### config.mk
export PLATFORM = sky130hd
export DESIGN_NAME = vending_machine_param
export DESIGN_NICKNAME = d
export VERILOG_FILES = /design/src/rtl/vending_machine_param.sv
export SDC_FILE = /design/constraint.sdc
export NUM_CORES = 1
export LEC_CHECK = 0
export CAP_MARGIN = 25
export CORE_MARGIN = 1
export CORE_UTILIZATION = 30
export DETAILED_ROUTE_END_ITERATION = 8
export GPL_ROUTABILITY_DRIVEN = 0
export GPL_TIMING_DRIVEN = 0
export HOLD_SLACK_MARGIN = 0.05
export PLACE_DENSITY = 0.56
export SYNTH_ARGS = -nofsm -noshare
export SYNTH_HDL_FRONTEND = slang
export SYNTH_SLANG_ARGS = --single-unit
### constraint.sdc
create_clock -name clock -period 7.8 [get_ports clock]
set_input_delay 1.56 -clock clock [delete_from_list [all_inputs] [get_ports clock]]
set_output_delay 1.56 -clock clock [all_outputs]
set_load 0.01 [all_outputs]
### src/rtl/vending_machine_param.sv
// vending_machine_param: parametrised multi-item vending controller.
// Accepts 1- and 2-unit coins into a saturating credit register, vends one of
// NUM_ITEMS products priced from PRICE_LIST, then pays change back serially as
// 2-unit and 1-unit pulses. A cancel refunds the whole credit the same way.
// Optional feature macro: VM_STOCK_EN adds per-item stock counters and the
// sold_out output; without it stock is unlimited and sold_out does not exist.
module vending_machine_param #(
    parameter int                                  CREDIT_W   = 4,
    parameter int                                  MAX_CREDIT = 15,
    parameter int                                  NUM_ITEMS  = 4,
    parameter int                                  SEL_W      = 2,
    parameter logic [NUM_ITEMS*CREDIT_W-1:0]       PRICE_LIST = 16'h5432,
    parameter int                                  STOCK_INIT = 3
) (
    input  logic                clock,
    input  logic                reset,
    input  logic                coin_1,
    input  logic                coin_2,
    input  logic                select,
    input  logic [SEL_W-1:0]    item_sel,
    input  logic                cancel,
    output logic                out,
    output logic [SEL_W-1:0]    item_out,
    output logic                change_1,
    output logic                change_2,
    output logic                coin_reject,
    output logic                deny,
    output logic                busy,
    output logic [CREDIT_W-1:0] credit
`ifdef VM_STOCK_EN
    ,
    output logic                sold_out
`endif
);

    localparam logic [1:0] ST_IDLE   = 2'd0;
    localparam logic [1:0] ST_VEND   = 2'd1;
    localparam logic [1:0] ST_CHANGE = 2'd2;

    localparam logic [CREDIT_W:0]   MAX_CREDIT_EXT = (CREDIT_W+1)'(MAX_CREDIT);
    localparam logic [CREDIT_W-1:0] TWO_UNITS      = CREDIT_W'(2);
    localparam logic [CREDIT_W-1:0] ZERO_UNITS     = '0;

`ifdef VM_STOCK_EN
    localparam int STOCK_W = (STOCK_INIT < 1) ? 1 : $clog2(STOCK_INIT + 1);
`endif

    // Registered state and outputs
    logic [1:0]          r_state;
    logic [CREDIT_W-1:0] r_credit;
    logic                r_out;
    logic [SEL_W-1:0]    r_itemOut;
    logic                r_change1;
    logic                r_change2;
    logic                r_coinReject;
    logic                r_deny;
    logic                r_busy;

    // Next-state values
    logic [1:0]          w_stateNext;
    logic [CREDIT_W-1:0] w_creditNext;
    logic                w_outNext;
    logic [SEL_W-1:0]    w_itemNext;
    logic                w_change1Next;
    logic                w_change2Next;
    logic                w_coinRejectNext;
    logic                w_denyNext;

    // Coin arithmetic, one bit wider than credit so the limit check cannot wrap
    logic [CREDIT_W:0]   w_sum;
    logic [CREDIT_W:0]   w_creditSum;
    logic                w_coinAny;
    logic                w_coinFits;
    logic [CREDIT_W-1:0] w_creditPost;

    // Item decode
    logic                w_itemValid;
    logic [CREDIT_W-1:0] w_price;

    // Change pulse generation shared by VEND, CHANGE and the cancel path
    logic                w_doChange;
    logic [CREDIT_W-1:0] w_changeSrc;

`ifdef VM_STOCK_EN
    logic [STOCK_W-1:0]  r_stock [NUM_ITEMS];
    logic                r_soldOut;
    logic                w_soldOutNext;
    logic                w_stockEmpty;
    logic                w_vendAccept;
`endif

    // Post-coin credit: the whole cycle's coins are taken or refused together
    always_comb begin
        w_sum        = (CREDIT_W+1)'(coin_1) + ((CREDIT_W+1)'(coin_2) << 1);
        w_creditSum  = {1'b0, r_credit} + w_sum;
        w_coinAny    = coin_1 | coin_2;
        w_coinFits   = (w_creditSum <= MAX_CREDIT_EXT);
        w_creditPost = w_coinFits ? w_creditSum[CREDIT_W-1:0] : r_credit;
    end

    // Decode the selected item: validity, price and (optionally) stock level
    always_comb begin
        w_itemValid = 1'b0;
        w_price     = '0;
`ifdef VM_STOCK_EN
        w_stockEmpty = 1'b0;
`endif
        for (int k = 0; k < NUM_ITEMS; k++) begin
            if (int'(item_sel) == k) begin
                w_itemValid = 1'b1;
                w_price     = PRICE_LIST[k*CREDIT_W +: CREDIT_W];
`ifdef VM_STOCK_EN
                w_stockEmpty = (r_stock[k] == '0);
`endif
            end
        end
    end

    // Next-state and next-output decision for the IDLE/VEND/CHANGE machine
    always_comb begin
        w_stateNext      = r_state;
        w_creditNext     = r_credit;
        w_outNext        = 1'b0;
        w_itemNext       = '0;
        w_change1Next    = 1'b0;
        w_change2Next    = 1'b0;
        w_coinRejectNext = 1'b0;
        w_denyNext       = 1'b0;
        w_doChange       = 1'b0;
        w_changeSrc      = '0;
`ifdef VM_STOCK_EN
        w_soldOutNext    = 1'b0;
        w_vendAccept     = 1'b0;
`endif
        case (r_state)
            ST_IDLE: begin
                w_coinRejectNext = w_coinAny && !w_coinFits;
                w_creditNext     = w_creditPost;
                if (cancel && (w_creditPost != ZERO_UNITS)) begin
                    w_doChange  = 1'b1;
                    w_changeSrc = w_creditPost;
                end else if (select) begin
                    if (!w_itemValid || (w_creditPost < w_price)) begin
                        w_denyNext = 1'b1;
`ifdef VM_STOCK_EN
                    end else if (w_stockEmpty) begin
                        w_denyNext    = 1'b1;
                        w_soldOutNext = 1'b1;
`endif
                    end else begin
                        w_stateNext  = ST_VEND;
                        w_outNext    = 1'b1;
                        w_itemNext   = item_sel;
                        w_creditNext = w_creditPost - w_price;
`ifdef VM_STOCK_EN
                        w_vendAccept = 1'b1;
`endif
                    end
                end
            end
            ST_VEND, ST_CHANGE: begin
                w_coinRejectNext = w_coinAny;
                w_denyNext       = select;
                if (r_credit != ZERO_UNITS) begin
                    w_doChange  = 1'b1;
                    w_changeSrc = r_credit;
                end else begin
                    w_stateNext = ST_IDLE;
                end
            end
            default: begin
                w_stateNext  = ST_IDLE;
                w_creditNext = '0;
            end
        endcase

        if (w_doChange) begin
            w_stateNext = ST_CHANGE;
            if (w_changeSrc >= TWO_UNITS) begin
                w_change2Next = 1'b1;
                w_creditNext  = w_changeSrc - TWO_UNITS;
            end else begin
                w_change1Next = 1'b1;
                w_creditNext  = '0;
            end
        end
    end

    // State, credit and every output register; reset aborts any transaction
    always_ff @(posedge clock or posedge reset) begin
        if (reset) begin
            r_state      <= ST_IDLE;
            r_credit     <= '0;
            r_out        <= 1'b0;
            r_itemOut    <= '0;
            r_change1    <= 1'b0;
            r_change2    <= 1'b0;
            r_coinReject <= 1'b0;
            r_deny       <= 1'b0;
            r_busy       <= 1'b0;
        end else begin
            r_state      <= w_stateNext;
            r_credit     <= w_creditNext;
            r_out        <= w_outNext;
            r_itemOut    <= w_itemNext;
            r_change1    <= w_change1Next;
            r_change2    <= w_change2Next;
            r_coinReject <= w_coinRejectNext;
            r_deny       <= w_denyNext;
            r_busy       <= (w_stateNext != ST_IDLE);
        end
    end

`ifdef VM_STOCK_EN
    // Per-item stock counters, decremented by each accepted vend
    always_ff @(posedge clock or posedge reset) begin
        if (reset) begin
            r_soldOut <= 1'b0;
            for (int k = 0; k < NUM_ITEMS; k++) begin
                r_stock[k] <= STOCK_W'(STOCK_INIT);
            end
        end else begin
            r_soldOut <= w_soldOutNext;
            for (int k = 0; k < NUM_ITEMS; k++) begin
                if (w_vendAccept && (int'(item_sel) == k)) begin
                    r_stock[k] <= r_stock[k] - STOCK_W'(1);
                end
            end
        end
    end

    assign sold_out = r_soldOut;
`endif

    assign out         = r_out;
    assign item_out    = r_itemOut;
    assign change_1    = r_change1;
    assign change_2    = r_change2;
    assign coin_reject = r_coinReject;
    assign deny        = r_deny;
    assign busy        = r_busy;
    assign credit      = r_credit;

endmodule

* Yosys cells after proc, flatten, opt, wreduce, memory -nomap -nowiden
Index checks and enable logic that the tools add are counted.
Word-level totals: bits of input ports 8, output and inout port bits 12, register bits 14
Operators by class: eq/ne operators 6, multiplexer cells 44, add/sub/neg operators 4, bitwise gates (word level) 1, order comparisons 3, reductions and logical operators 11
Operator list (number):
- 4-bit two-way mux | 11
- 2-bit two-way mux | 10
- 1-bit two-way mux | 17
- 4-bit case mux with 2 select lines | 2
- 4-bit nonzero test | 2
- 2-bit equality test (second input constant) | 3
- 1-bit case mux with 2 select lines | 3
- 4-bit by 3-bit adder with 5-bit output | 1
- 5-bit by 4-bit less-or-equal comparator with 1-bit output (second input constant) | 1
- 2-bit by 1-bit equality test with 1-bit output (second input constant) | 2
- 4-bit by 2-bit >= comparator with 1-bit output (second input constant) | 1
- 2-bit zero test | 2
- 4-bit less-than comparator | 1
- 2-bit case mux with 2 select lines | 1
- 4-bit by 2-bit subtractor with 4-bit output (second input constant) | 1
- 4-bit subtractor | 1
- 1-bit by 2-bit adder with 3-bit output | 1
- 1-bit logical AND | 2
- 1-bit zero test | 2
- 2-bit != test (second input constant) | 1
- 2-bit nonzero test | 1
- 2-bit OR reduction | 1
- 1-bit logical OR | 1
- 1-bit bitwise OR | 1

* Logic depth before layout (Yosys ltp)
Gate-level depths: netlist (run 1).
word-level depth 13, depth in mapped cells 13

* Least setup slack after synthesis (run 1)
OpenSTA, ideal clock, no wires.
path kind input -> register, start input port coin_1, end register r_busy, in the netlist busy, arrival time 4009 ps, stages on the path 13, setup time 138 ps, path buffers 1, data required time 7662 ps, slack 3653 ps, path through ha_1 > fa_1 > buf_2 > nand3_1 > mux2i_1 > ha_1 > fa_1 > inv_1 > a21oi_1 > o21ai_2 > and2_1 > o41ai_1 > a21oi_1
On the way: longest elaborated chain between the ends 12, elaborated cells between the ends (all ways) 16
Ends and longest elaborated chain:
- start: declaration | line 17 | input logic coin_1,
- 1-bit by 2-bit adder with 3-bit output (*) | line 94 | w_sum = (CREDIT_W+1)'(coin_1) + ((CREDIT_W+1)'(coin_2) << 1);
- 4-bit by 3-bit adder with 5-bit output (*) | line 95 | w_creditSum = {1'b0, r_credit} + w_sum;
- 5-bit by 4-bit less-or-equal comparator with 1-bit output | line 97 | w_coinFits = (w_creditSum <= MAX_CREDIT_EXT);
- 4-bit two-way mux (*) | line 98 | w_creditPost = w_coinFits ? w_creditSum[CREDIT_W-1:0] : r_credit;
- 4-bit less-than comparator | line 143 | if (!w_itemValid || (w_creditPost < w_price)) begin
- 1-bit logical OR | line 143
- 2-bit two-way mux | line 143
- 2-bit two-way mux | line 142 | end else if (select) begin
- 2-bit two-way mux | line 139 | if (cancel && (w_creditPost != ZERO_UNITS)) begin
- 2-bit case mux with 2 select lines | line 135 | case (r_state)
- 2-bit two-way mux (*) | line 177 | if (w_doChange) begin
- 2-bit nonzero test (*) | line 210 | r_busy <= (w_stateNext != ST_IDLE);
- end signal: assignment | line 210
- end: declaration | line 57 | logic r_busy;
Mark *: on every way between the ends. The rest lies on a longest branch, timed or not. A chain may end at the register's enable or synchronous reset.

* Worst setup path after layout (run 1)
Same ends and word-level chain as after synthesis.

==> results.yml, run 1 <==
outcome:
  status: "finished, final reports clean"
clock_tree:
  clkLatencyLatePin_ps: 240
  cts.root.buffer_cell: "clkbuf_8"
  cts_tree: "built"
  hold_buffers: 0
  clkSlewWorstSetupHoldPaths_ps: 60
  post_cts_buffers: 0
  cts-resized-gates: 0
  cts_buffer_depth: 2
  cts_buffers: 3
  clock-sinks: 14
  htree_levels: 1
floorplanning:
  initial_utilization_pct: 32.1
  fp.dieH_um: 65.5
  core_mm2: 0.00377
  rows: 22
  io_pins: 20
  die_area_mm2: 0.00430
  die_x_um: 65.5
yosys:
  synth.most_common_cell: "dfrtp_1"
  ys_seq_area_share_pct: 28.9
  syn_inst: 134
  avgSynthCellArea_um2: 9.04
  synth-edff-count: 0
  synthArstFlopShare_pct: 100
  synthFlopType: "dfrtp_1"
  synth_area_mm2: 0.00121
  synth_top_area_share_pct: 28.9
  synth_area_leader_cell: "dfrtp_1"
  netlist_top_cells_count: "dfrtp_1, nand2_1, nor2_1, inv_1, ha_1"
  yosys_warnings: 0
  ys_seq_elements: 14
  synth_nets: 152
  synth_area_leaders: "dfrtp_1, ha_1, nand2_1"
  ys_types: 51
finish:
  multiInputGateArea_um2: 767
  syn_to_final_growth_pct: 24.1
  n_fill_cell: 364
  nNetsFinal: 176
  regArea_um2: 350
  num_antenna_cells: 0
  drive_gt1_share_pct: 14.7
sta:
  grt_setup_unrepaired: "false"
  min_period_ps: 4720
  hold_violations: 0
  tns_ps: 0
  fmax_ghz: 0.212
  drv_slew: 0
  setup_ws_ps: 3080
  tightest_slew_ps: 507
  fin_crit_sh_pct: 60.5
  relSlewSlack_pct: 65.2
  fin_skew_ps: 3.48
  setup_viol: 0
global_route:
  grt_pass1_vias: 1101
  grtUsageMet1_pct: 19.3
  gr-usage-met2_pct: 26.2
  grt.busiest_layer: "met2"
  use_met3_pct: 3.82
  grt_max_degree: 15
  grt_pass1_wl_um: 5150
  gr-total-overflow: 0
  antenna_found_initial: 0
  track_usage_pct: 15.9
setup_path:
  endpoint_kind: "flip-flop"
  startpoint_type: "primary input"
  cp_slowest_cell: "clkdlybuf4s50_1"
  required_ps: 7900
  cp_num_buf_inv: 3
  path_delay_family: "adder cells"
  slowest_delay_ps: 430
  cp_max_fo: 9
  cp.arrival_ps: 4830
  path_cells: "clkdlybuf4s50_1 -> ha_1 -> fa_1 -> buf_2 -> and3_1 -> mux2i_1 -> fa_1 -> inv_1 -> a21oi_1 -> o21ai_2 -> and2_1 -> o41ai_1 -> a21oi_1"
  crit_type: "primary input to flip-flop"
detailed_routing:
  num_vias: 1093
  ant_nets: 0
  drt_drc_violations_left: 0
  wl_per_cell_um: 14.9
  first_pass_iters: 4
  wirelength_um: 3040
  viasPerCell: 5.36
  drtIter0Drc: 32
run:
  drv_cap: 0
place:
  dp_worst_setup_slack_ps: 2820
  hpwl_um: 2390
  portBuffers: 19
power_and_ir_drop:
  vdd_ir_drop_max_v: 0.000151
  p_per_area_mw_per_mm2: 459
  p_leak_uw: 0.000644
hold_path:
  hp-class: "flip-flop to flip-flop"
## worst reg2reg max path: cells and delay by family (launching register included)
family	cells	cell delay [ps]
flip-flops	1	450
adder cells (fa/ha/maj)	3	940
AO/OA/AOI/OAI	4	820
AND/OR/NAND/NOR	2	410
multiplexers	1	430
buffers and inverters	2	240
## path summary, 6_finish.rpt
path / start / slack (ps) / cells past startpoint / end
setup / recovery: coin_1 / 3080 / 13 / busy$_DFF_PP0_
hold / removal: r_state[0]$_DFF_PP0_ / 600 / 2 / r_state[0]$_DFF_PP0_
setup reg to reg: credit[0]$_DFFE_PP0P_ / 4370 / 12 / busy$_DFF_PP0_
hold reg to reg: r_state[0]$_DFF_PP0_ / 600 / 2 / r_state[0]$_DFF_PP0_
max in group asynchronous: reset / 5790 / 2 / coin_reject$_DFF_PP0_
min in group asynchronous: reset / 1660 / 2 / r_state[1]$_DFF_PP0_
## through the flow
stage	utilization [%]	area, um^2	hold WS, ps	power [uW]	std cells
3_5_place_dp	38.8	1460	587	624	201
5_1_grt	39.8	1500	620	751	204
2_1_floorplan	-	1210	540	482	134
3_3_place_gp	38.8	1460	579	614	201
4_1_cts	39.8	1500	598	687	204
6_report	39.8	1500	599	690	204
## final cells by class
class	count	area share, %
inverter	11	2.75
sequential	14	23.3
clock buffer	3	2.75
multi-input combinational	100	51.0
timing repair buffer	19	12.7
buffer	9	3.50
tap	48	4.00
## power by group
part	switching [uW]	total (uW)	internal, uW
clock network	24.0	58.2	34.1
registers	23.4	127	104
logic	285	504	220
total	332	690	358
## cells in the final DEF (no fill, tap or decap), types with 2 or more instances in the layout
cell type | netlist | final
clkdlybuf4s50_1 | 0 | 19
o21ai_0 | 3 | 3
buf_2 | 3 | 3
fa_1 | 2 | 2
mux2_2 | 2 | 2
a32oi_1 | 2 | 2
o21ai_1 | 2 | 2
nor3_1 | 4 | 4
nand3_1 | 4 | 4
buf_6 | 2 | 2
nand2_1 | 13 | 13
a21o_1 | 2 | 2
and2_1 | 3 | 3
inv_1 | 11 | 11
dfrtp_1 | 14 | 14
clkbuf_8 | 0 | 3
a21oi_1 | 6 | 6
clkbuf_1 | 3 | 3
nor2_1 | 12 | 12
mux2i_1 | 3 | 3
o211ai_1 | 4 | 4
ha_1 | 8 | 8
## kinds of logic (layout without fill, tap and decap cells)
group	after synthesis	in the layout	share of synthesized area, %
and+or+nand+nor	49	49	23.9
buffers and inverters	20	42	7.75
adders and majority gates	10	10	11.6
DFF	14	14	28.9
xor gates and xnor gates	1	1	0.723
muxes	5	5	4.34
AOI/OAI and AO/OA	35	35	22.8
## per-layer routing
metal | part of all wire (%) | vias up | routed length, um
met2 | 47 | 37 | 1430
met5 | 0 | - | 0
met4 | 3.0 | 0 | 90
met1 | 45 | 521 | 1370
li1 | - | 527 | -
met3 | 4.8 | 8 | 147
## sequential cells by signal, summed over array words and instances, names as in the netlist
signal	count
deny	1
credit	4
coin_reject	1
item_out	2
change_1	1
busy	1
out	1
r_state	2
change_2	1
Note: power is estimated with default switching activity, not from simulation.
==> run 2: changes to the inputs <==
--- a/config.mk
+++ b/config.mk
@@ -12,7 +12,7 @@
 export GPL_ROUTABILITY_DRIVEN = 0
 export GPL_TIMING_DRIVEN = 0
 export HOLD_SLACK_MARGIN = 0.05
-export PLACE_DENSITY = 0.56
+export PLACE_DENSITY = 0.58
 export SYNTH_ARGS = -nofsm -noshare
 export SYNTH_HDL_FRONTEND = slang
 export SYNTH_SLANG_ARGS = --single-unit
==> constraint.sdc (replaced) <==
create_clock -name clock -period 4 [get_ports clock]
set_input_delay 0.8 -clock clock [delete_from_list [all_inputs] [get_ports clock]]
set_output_delay 0.8 -clock clock [all_outputs]
set_load 0.01 [all_outputs]
==> results.yml, run 2 (synthesis results as in run 1) <==
clock_tree:
  cts-resized-gates: 0
  cts_buffer_depth: 2
  cts.root.buffer_cell: "clkbuf_8"
  post_cts_buffers: 0
  cts_buffers: 3
  clock-sinks: 14
  clkSlewWorstSetupHoldPaths_ps: 60
  cts_tree: "built"
  clkLatencyLatePin_ps: 240
  hold_buffers: 0
  htree_levels: 1
floorplanning:
  die_area_mm2: 0.00430
  rows: 22
  initial_utilization_pct: 32.1
  die_x_um: 65.5
  io_pins: 20
  core_mm2: 0.00377
  fp.dieH_um: 65.5
sta:
  relSlewSlack_pct: 64.7
  fin_crit_sh_pct: 95.6
  fmax_ghz: 0.262
  fin_skew_ps: 1.22
  setup_viol: 0
  fin_hold_ws_ps: 610
  drv_slew: 0
  min_period_ps: 3820
  tightest_slew_ps: 528
  grt_setup_unrepaired: "false"
  setup_ws_ps: 177
  hold_violations: 0
setup_path:
  cp_max_fo: 9
  required_ps: 4100
  reg2reg_depth: 13
  endpoint_kind: "flip-flop"
  crit_type: "primary input to flip-flop"
  timing.rr.start: "credit[0]$_DFFE_PP0P_"
  cp.arrival_ps: 3930
  rr_endpoint: "busy$_DFF_PP0_"
  startpoint_type: "primary input"
  startpoint: "coin_1"
  reg2reg_slack_ps: 680
place:
  hpwl_um: 2240
  dp_worst_setup_slack_ps: -179
  placed_cells: 201
  portBuffers: 19
finish:
  syn_to_final_growth_pct: 26.0
  num_antenna_cells: 0
  largest_reg_flops: 4
  final_common_cell: "clkdlybuf4s50_1"
  final_cells: 205
  layout_common_cells: "clkdlybuf4s50_1, dfrtp_1, nand2_1, nor2_1, inv_1"
  post-route-util_pct: 40.5
  drive_gt1_share_pct: 17.2
  nNetsFinal: 176
global_route:
  track_usage_pct: 14.5
  grt_pass1_vias: 1042
  antenna_found_initial: 0
  grt_max_degree: 15
  grt_pass1_wl_um: 4760
  gr-total-overflow: 0
detailed_routing:
  ant_nets: 0
  wirelength_um: 2800
  drt_drc_violations_left: 0
  viasPerCell: 5.29
  first_pass_iters: 4
  num_vias: 1084
  drtIter0Drc: 56
  wl_per_cell_um: 13.7
run:
  drv_cap: 0
power_and_ir_drop:
  p_leak_uw: 0.000645
  vdd_ir_drop_max_v: 0.000230
  p_per_area_mw_per_mm2: 887
hold_path:
  worstHoldStart: "r_state[0]$_DFF_PP0_"
  holdPathStages: 2
  min_to: "r_state[0]$_DFF_PP0_"
  hp-class: "flip-flop to flip-flop"
outcome:
  status: "finished, final reports clean"
## run 2: cell types whose count changed in the layout (fill, tap and decap cells not counted)
cell and delta:
a21oi_2 +1, ha_1 -1, mux2i_1 -1, clkbuf_8 +1, mux2i_2 +1, a21oi_1 -1, ha_2 +1
## run 2: cell type report
type / instances / area [um^2]
Fill cell: 367 / 2240
Multi-Input combinational cell: 100 / 777
Sequential cell: 14 / 350
Timing Repair Buffer: 19 / 190
Tap cell: 48 / 60.1
Clock buffer: 4 / 55.1
Buffer: 9 / 52.6
Inverter: 11 / 41.3
## run 2: how the worst max path moves through the flow
stage / endpoint / slack [ps] / cells after the start
after floorplan: busy$_DFF_PP0_ / 610 / 13
after global placement: busy$_DFF_PP0_ / -190 / 14
after detailed placement: busy$_DFF_PP0_ / -180 / 14
after CTS: busy$_DFF_PP0_ / 50 / 14
after global routing: busy$_DFF_PP0_ / 7 / 14
final: busy$_DFF_PP0_ / 180 / 14
## run 2: critical path, cell delays in order
cell and delay, ps:
clkdlybuf4s50_1 420, ha_1 250, fa_1 360, buf_2 180, nand3_1 130, mux2i_2 310
ha_2 260, fa_1 210, inv_1 70, a21oi_2 190, o21ai_2 120, and2_1 200
o41ai_1 300, a21oi_1 110
## run 2: power by group
part | switching, uW | internal (uW)
clock network | 46.1 | 86.9
logic | 538 | 435
registers | 45.6 | 202
total | 629 | 724
## run 2: through the flow
stage	power (uW)	cell area, um^2	TNS (ps)
final	1350	1530	0
after CTS	1340	1520	0
after floorplan	939	1210	0
after global routing	1480	1530	0
after global placement	1190	1460	-347
after detailed placement	1200	1460	-378
## run 2: layer usage
layer	routed length [um]	vias to the layer above	global-route usage [%]
met4	19	0	4.08
met1	1260	524	18.4
met5	0	-	0
li1	-	527	-
met3	147	2	3.13
met2	1370	31	24.6
